File: src/rtl/pipeline_pkg.sv
// Shared pipeline constants and the MEM/WB register layout.
// Consumed by mem_stage and the write-back stage.
package pipeline_pkg;

    localparam int DATA_WIDTH    = 32;
    localparam int REG_ADDR_W    = 5;
    localparam int MEM_BASE_ADDR = 1024;
    localparam int MEM_DEPTH     = 64;

    typedef struct packed {
        logic                  valid;
        logic                  wb_en;
        logic                  mem_r_en;
        logic [DATA_WIDTH-1:0] alu_result;
        logic [DATA_WIDTH-1:0] rd_value;
        logic [REG_ADDR_W-1:0] dest;
        logic                  addr_err;
    } mem_wb_t;

endpackage

File: src/rtl/data_memory.sv
// Word-indexed data RAM: async clear, sync write, combinational read.
// One index port shared by the read and write paths.
module data_memory #(
    parameter int DATA_WIDTH = 32,
    parameter int DEPTH      = 64
) (
    input  logic                     i_clk,
    input  logic                     i_rst_n,
    input  logic                     i_we,
    input  logic [$clog2(DEPTH)-1:0] i_idx,
    input  logic [DATA_WIDTH-1:0]    i_wdata,
    output logic [DATA_WIDTH-1:0]    o_rdata
);

    logic [DATA_WIDTH-1:0] r_mem [DEPTH];

    always_ff @(posedge i_clk or negedge i_rst_n) begin
        if (!i_rst_n) begin
            for (int i = 0; i < DEPTH; i++) begin
                r_mem[i] <= '0;
            end
        end else if (i_we) begin
            r_mem[i_idx] <= i_wdata;
        end
    end

    assign o_rdata = r_mem[i_idx];

endmodule

File: src/rtl/mem_stage.sv
// Memory-access pipeline stage with MEM/WB register and internal RAM.
// Optional `MEM_BOUNDS_CHECK_EN flags and blocks out-of-window accesses.
module mem_stage #(
    parameter int DATA_WIDTH = pipeline_pkg::DATA_WIDTH,
    parameter int DEPTH      = pipeline_pkg::MEM_DEPTH,
    parameter int BASE_ADDR  = pipeline_pkg::MEM_BASE_ADDR,
    parameter int REG_ADDR_W = pipeline_pkg::REG_ADDR_W
) (
    input  logic                  clk,
    input  logic                  rst,
    input  logic                  freeze,
    input  logic                  in_valid,
    input  logic [DATA_WIDTH-1:0] alu_result,
    input  logic [DATA_WIDTH-1:0] st_val,
    input  logic                  mem_r_en,
    input  logic                  mem_w_en,
    input  logic                  wb_en_in,
    input  logic [REG_ADDR_W-1:0] dest_in,
    output logic                  out_valid,
    output logic                  wb_en,
    output logic                  mem_r_en_out,
    output logic [DATA_WIDTH-1:0] alu_result_out,
    output logic [DATA_WIDTH-1:0] mem_read_value,
    output logic [REG_ADDR_W-1:0] dest,
    output logic                  addr_err
);

    import pipeline_pkg::*;

    localparam int IDX_W = $clog2(DEPTH);

    logic [DATA_WIDTH-1:0] w_off;
    logic [IDX_W-1:0]      w_idx;
    logic [DATA_WIDTH-1:0] w_rdata;
    logic                  w_ok;
    logic                  w_err;
    logic                  w_load;
    logic                  w_we;
    mem_wb_t               w_d;
    mem_wb_t               r_q;

    assign w_off = alu_result - DATA_WIDTH'(BASE_ADDR);
    assign w_idx = IDX_W'(w_off >> 2);

`ifdef MEM_BOUNDS_CHECK_EN
    // Unsigned offset compare also catches addresses below the base.
    logic w_in_range;
    assign w_in_range = (w_off < DATA_WIDTH'(4 * DEPTH));
    assign w_ok       = w_in_range;
    assign w_err      = in_valid & (mem_r_en | mem_w_en) & ~w_in_range;
`else
    assign w_ok  = 1'b1;
    assign w_err = 1'b0;
`endif

    // A simultaneous read+write request is a store only.
    assign w_load = in_valid & mem_r_en & ~mem_w_en;
    assign w_we   = in_valid & mem_w_en & ~freeze & w_ok;

    data_memory #(
        .DATA_WIDTH(DATA_WIDTH),
        .DEPTH     (DEPTH)
    ) u_dmem (
        .i_clk  (clk),
        .i_rst_n(rst),
        .i_we   (w_we),
        .i_idx  (w_idx),
        .i_wdata(st_val),
        .o_rdata(w_rdata)
    );

    always_comb begin
        w_d = '0;
        if (in_valid) begin
            w_d.valid      = 1'b1;
            w_d.wb_en      = wb_en_in;
            w_d.mem_r_en   = w_load;
            w_d.alu_result = alu_result;
            w_d.rd_value   = (w_load & w_ok) ? w_rdata : '0;
            w_d.dest       = dest_in;
            w_d.addr_err   = w_err;
        end
    end

    always_ff @(posedge clk or negedge rst) begin
        if (!rst) begin
            r_q <= '0;
        end else if (!freeze) begin
            r_q <= w_d;
        end
    end

    assign out_valid      = r_q.valid;
    assign wb_en          = r_q.wb_en;
    assign mem_r_en_out   = r_q.mem_r_en;
    assign alu_result_out = r_q.alu_result;
    assign mem_read_value = r_q.rd_value;
    assign dest           = r_q.dest;
    assign addr_err       = r_q.addr_err;

endmodule

File: config.mk
export PLATFORM = sky130hd
export DESIGN_NAME = mem_stage
export DESIGN_NICKNAME = d
export VERILOG_FILES = /design/src/rtl/pipeline_pkg.sv /design/src/rtl/data_memory.sv /design/src/rtl/mem_stage.sv
export SDC_FILE = /design/constraint.sdc
export NUM_CORES = 2
export LEC_CHECK = 0
export CORE_ASPECT_RATIO = 0.5
export CORE_MARGIN = 10
export CORE_UTILIZATION = 48
export DETAILED_ROUTE_END_ITERATION = 16
export DONT_BUFFER_PORTS = 1
export GPL_ROUTABILITY_DRIVEN = 0
export HOLD_SLACK_MARGIN = 0.1
export PLACE_DENSITY_LB_ADDON = 0.3
export SLEW_MARGIN = 20
export SYNTH_ARGS = -nofsm -noshare
export SYNTH_HDL_FRONTEND = slang
export SYNTH_SLANG_ARGS = --single-unit
File: constraint.sdc
create_clock -name clk -period 2.4 [get_ports clk]
set_clock_uncertainty 0.15 [all_clocks]
set_input_delay 0.24 -clock clk [delete_from_list [all_inputs] [get_ports clk]]
set_output_delay 0.24 -clock clk [all_outputs]
set_load 0.02 [all_outputs]
==> metrics.cfg <==
[status]
status=finished, violations left
failed_checks=hold timing, setup timing

[synth]
synth_nets=7180
ys_seq_elements=2120
synth_compound_area_frac=0.116
synthSimpleGateAreaFrac=0.0231
yosys.area_share.adder=0
synthArstFlopShare=1.00
synth_top_area_cell=dfrtp_1
yosysUniqueCellTypes=64
muxShareOfSynthArea=0.265
ys_warn_count=0
synthCells=7104
synth_edf_count=0
ys_seq_area_frac=0.559
synth_top_family_by_area=multiplexers
ys.flop_type=dfrtp_1
synth-xor-area-share=0
synth_top_area_share=0.559
syn_avg_cell_area_sq_um=13.4
synthTopCellsByArea=dfrtp_1 56%, mux2_2 24%, a22oi_1 3.9%
syn_area_sq_um=94900

[routing]
viasPerCell=6.70
antenna_left=0
firstDrtPassIters=8
wl_mm=346
vias=68403
avgRoutedWirePerCell_um=33.9
drt_iter0_drc=8983
drc=0

[die]
die_area_sq_um=217000
die_h_um=334
initial_core_util=0.483
num_rows=115
io_pins=149
fp.dieW_um=649
core-area_sq_um=197000

[flow_run]
maxCapViolCount=0

[worst_setup_path]
r2r_cells=7
slowest_delay_ns=0.61
cp.arrival_ns=3.10
r2r_end=mem_read_value[24]$_DFFE_PN0N_
cp_slowest_cell=dlygate4sd3_1
crit_required_ns=2.98
cp_max_fo=251
r2r-start=u_dmem.r_mem[1752]$_DFFE_PN0P_
crit_type=input port to flop
cp.buffers_inverters=3
path_cells=and2_4 > buf_4 > buf_4 > a21oi_1 > o21ai_0 > a22oi_1 > dlygate4sd3_1 > nor2_1 > o41a_1
end_kind=flop
rrSetupSlack_ns=0.02
cpLargestDelayFamily=buffers and inverters
critPathMostFrequentCell=buf_4
startpoint_type=input port
crit_start=alu_result[3]

[clock_tree]
cts.clk_slew.worst_paths_ns=0.06
clock_latency_ns=0.85
numCtsBuffers=196
cts_tree=built
cts_root_buf=clkbuf_16
ctsLongestPathBuffers=4
clkSinkCount=2120
cts_max_level=4

[finish]
layout-drive-gt1-share=0.409
final_cell_area_sq_um=113000
nets=7501
area_growth_pct=18.8

[global_route]
grt_pass1_vias=67818
use_met1=0.420
grt_pass1_wl_mm=489
grt.busiest_layer=met2
grtUsageTotal=0.304
grt_max_degree=278
grt_antenna_before_repair=19
grt_use_met3=0.0837
grt_util_met2=0.443
grt_overflow=0

[timing]
hold-worst-slack_ns=-1.07
layout_setup_ws_ns=-0.112
hold_viol_final=516
clock.fmax_mhz=398
rsz0062_at_grt=true
max_slew.worst_pin.slew_ns=1.00
finalCritPeriodShare=1.05
maxSlewViolCount=0
post-route-min-period_ns=2.51
slew_headroom=0.333
setup_viol=13

[power]
p_leak_nw=53.3
irDropWorstVdd_mv=0.604
power.switching_mw=19.0
clockPowerShare=0.413
switching_share=0.247
p_int_mw=58.0
power_frac_comb=0.089
p_per_area_nw_per_um2=684
p_seq_frac=0.498

[placement]
io_buffers=0
dp_hpwl_mm=202
placed_cell_area_sq_um=102000

[min_path]
worstHoldPathType=input port to asynchronous set/reset pin

kinds of logic after synthesis:
group / Yosys count
buffers and inverters: 780
DFF: 2120
other: 1
and+or+nand+nor: 480
muxes: 2230
AOI/OAI and AO/OA: 1493
worst reg2reg max path, cell delays in order (launching register included):
cell	delay, ns
dfrtp_1	0.40
mux2_2	0.27
a221oi_1	0.29
a21o_1	0.12
dlygate4sd3_1	0.54
o21ai_0	0.10
a22oi_2	0.25
a32oi_1	0.14
layer usage:
layer  wire [um]  share of wire
met1      141000           0.41
met5          73        0.00021
met2      146000           0.42
met4       19300          0.056
met3       40200           0.12
synthesized netlist by cell type, types with 7 or more instances:
library cell	number
mux2_2	2046
a211o_1	11
a2111oi_2	12
buf_1	150
a221o_1	36
a21o_1	21
o2bb2ai_1	12
clkbuf_1	315
a32oi_1	16
nand2_1	151
or4_1	11
nor4_1	24
dfrtp_1	2120
buf_6	14
mux2_1	83
a222oi_1	23
nor3_1	51
o22ai_1	192
a21oi_1	115
a31oi_1	10
buf_4	26
nor2_1	159
o41a_1	8
nand3_1	26
a221oi_1	228
a22oi_1	498
a22o_1	98
o21ai_0	161
a211oi_1	10
and3_1	7
nor2b_1	7
or3_1	8
mux2i_1	92
nand2b_1	8
buf_2	273
mux4_2	9
placed cells by master, fill, tap and decap left out, types with 10 or more instances in the layout:
| cell | netlist | routed |
|---|---|---|
| clkbuf_8 | 0 | 47 |
| a22oi_1 | 498 | 494 |
| o21ai_0 | 161 | 160 |
| a221o_1 | 36 | 36 |
| a222oi_1 | 23 | 23 |
| mux2i_1 | 92 | 92 |
| nor2_4 | 0 | 34 |
| dlygate4sd3_1 | 0 | 287 |
| o2bb2ai_1 | 12 | 12 |
| a21o_1 | 21 | 21 |
| a31oi_1 | 10 | 10 |
| clkbuf_16 | 0 | 205 |
| a21oi_1 | 115 | 114 |
| o22ai_1 | 192 | 192 |
| nand2_1 | 151 | 114 |
| mux2_1 | 83 | 83 |
| nor4_1 | 24 | 23 |
| mux2_2 | 2046 | 2046 |
| clkinv_2 | 0 | 30 |
| a211oi_1 | 10 | 10 |
| or4_1 | 11 | 11 |
| a22o_1 | 98 | 98 |
| a2111oi_2 | 12 | 11 |
| nand3_1 | 26 | 24 |
| a221oi_1 | 228 | 222 |
| nand2_2 | 0 | 34 |
| buf_16 | 0 | 53 |
| a211o_1 | 11 | 11 |
| nor3_1 | 51 | 51 |
| buf_4 | 26 | 359 |
| clkbuf_1 | 315 | 40 |
| a32oi_1 | 16 | 16 |
| buf_12 | 0 | 189 |
| nor2_1 | 159 | 123 |
| diode_2 | 0 | 11 |
| dfrtp_1 | 2120 | 2120 |
stage by stage:
step	cells	TNS, ns	total power, mW	utilization	setup slack, ns
floorplan	7104	0	42.3	-	0.208
global placement	9506	-1374.09	44.1	0.517	-1.91
detailed placement	9510	-1209.32	44.3	0.518	-2.13
CTS	10175	0	76.8	0.571	0.00458
global route	10198	-0.450	79.1	0.573	-0.0294
finish	10205	-0.703	77.1	0.573	-0.112
registers in the layout, summed over array words and instances, names as in the netlist:
signal          cells
alu_result_out     32
dest                5
mem_r_en_out        1
mem_read_value     32
out_valid           1
u_dmem.r_mem     2048
wb_en               1
power groups by stage:
| stage | Combinational (mW) | Clock, mW | Sequential, mW |
|---|---|---|---|
| 2_1_floorplan | 3.53 | 0 | 38.8 |
| 3_3_place_gp | 5.19 | 0 | 38.9 |
| 3_5_place_dp | 5.31 | 0 | 39.0 |
| 4_1_cts | 6.62 | 31.9 | 38.4 |
| 5_1_grt | 7.27 | 33.3 | 38.6 |
| 6_report | 6.86 | 31.8 | 38.4 |
final cells by class:
class                           instances  area [sq um]
Fill cell                           15646         83900
Sequential cell                      2120         53100
Multi-Input combinational cell       4205         38900
Timing Repair Buffer                  900         11100
Clock buffer                          288          5830
Tap cell                             2632          3290
Clock inverter                         47           474
Antenna cell                           11          27.5
Inverter                                2          17.5
what timing repair did:
item | CTS | global route
endpoints found under the hold margin | 2825 | 554
pin swaps | 0 | 4
cloned | 6 | 5
hold buffers | 324 | 14
gates resized for setup | 1 | 26
buffers inserted | 0 | 4
endpoints found under the setup margin | 648 | 238
worst max path at each step:
stage,slack (ns),endpoint,depth (start not counted)
after floorplan,0.21,u_dmem.r_mem[1870]$_DFFE_PN0P_,7
after global placement,-1.91,alu_result_out[23]$_DFFE_PN0N_,4
after detailed placement,-2.13,u_dmem.r_mem[803]$_DFFE_PN0P_,6
after CTS,0.005,u_dmem.r_mem[629]$_DFFE_PN0P_,7
after global routing,-0.03,mem_read_value[23]$_DFFE_PN0N_,9
final,-0.11,mem_read_value[7]$_DFFE_PN0N_,9
Power figures use the tool's default switching activity.
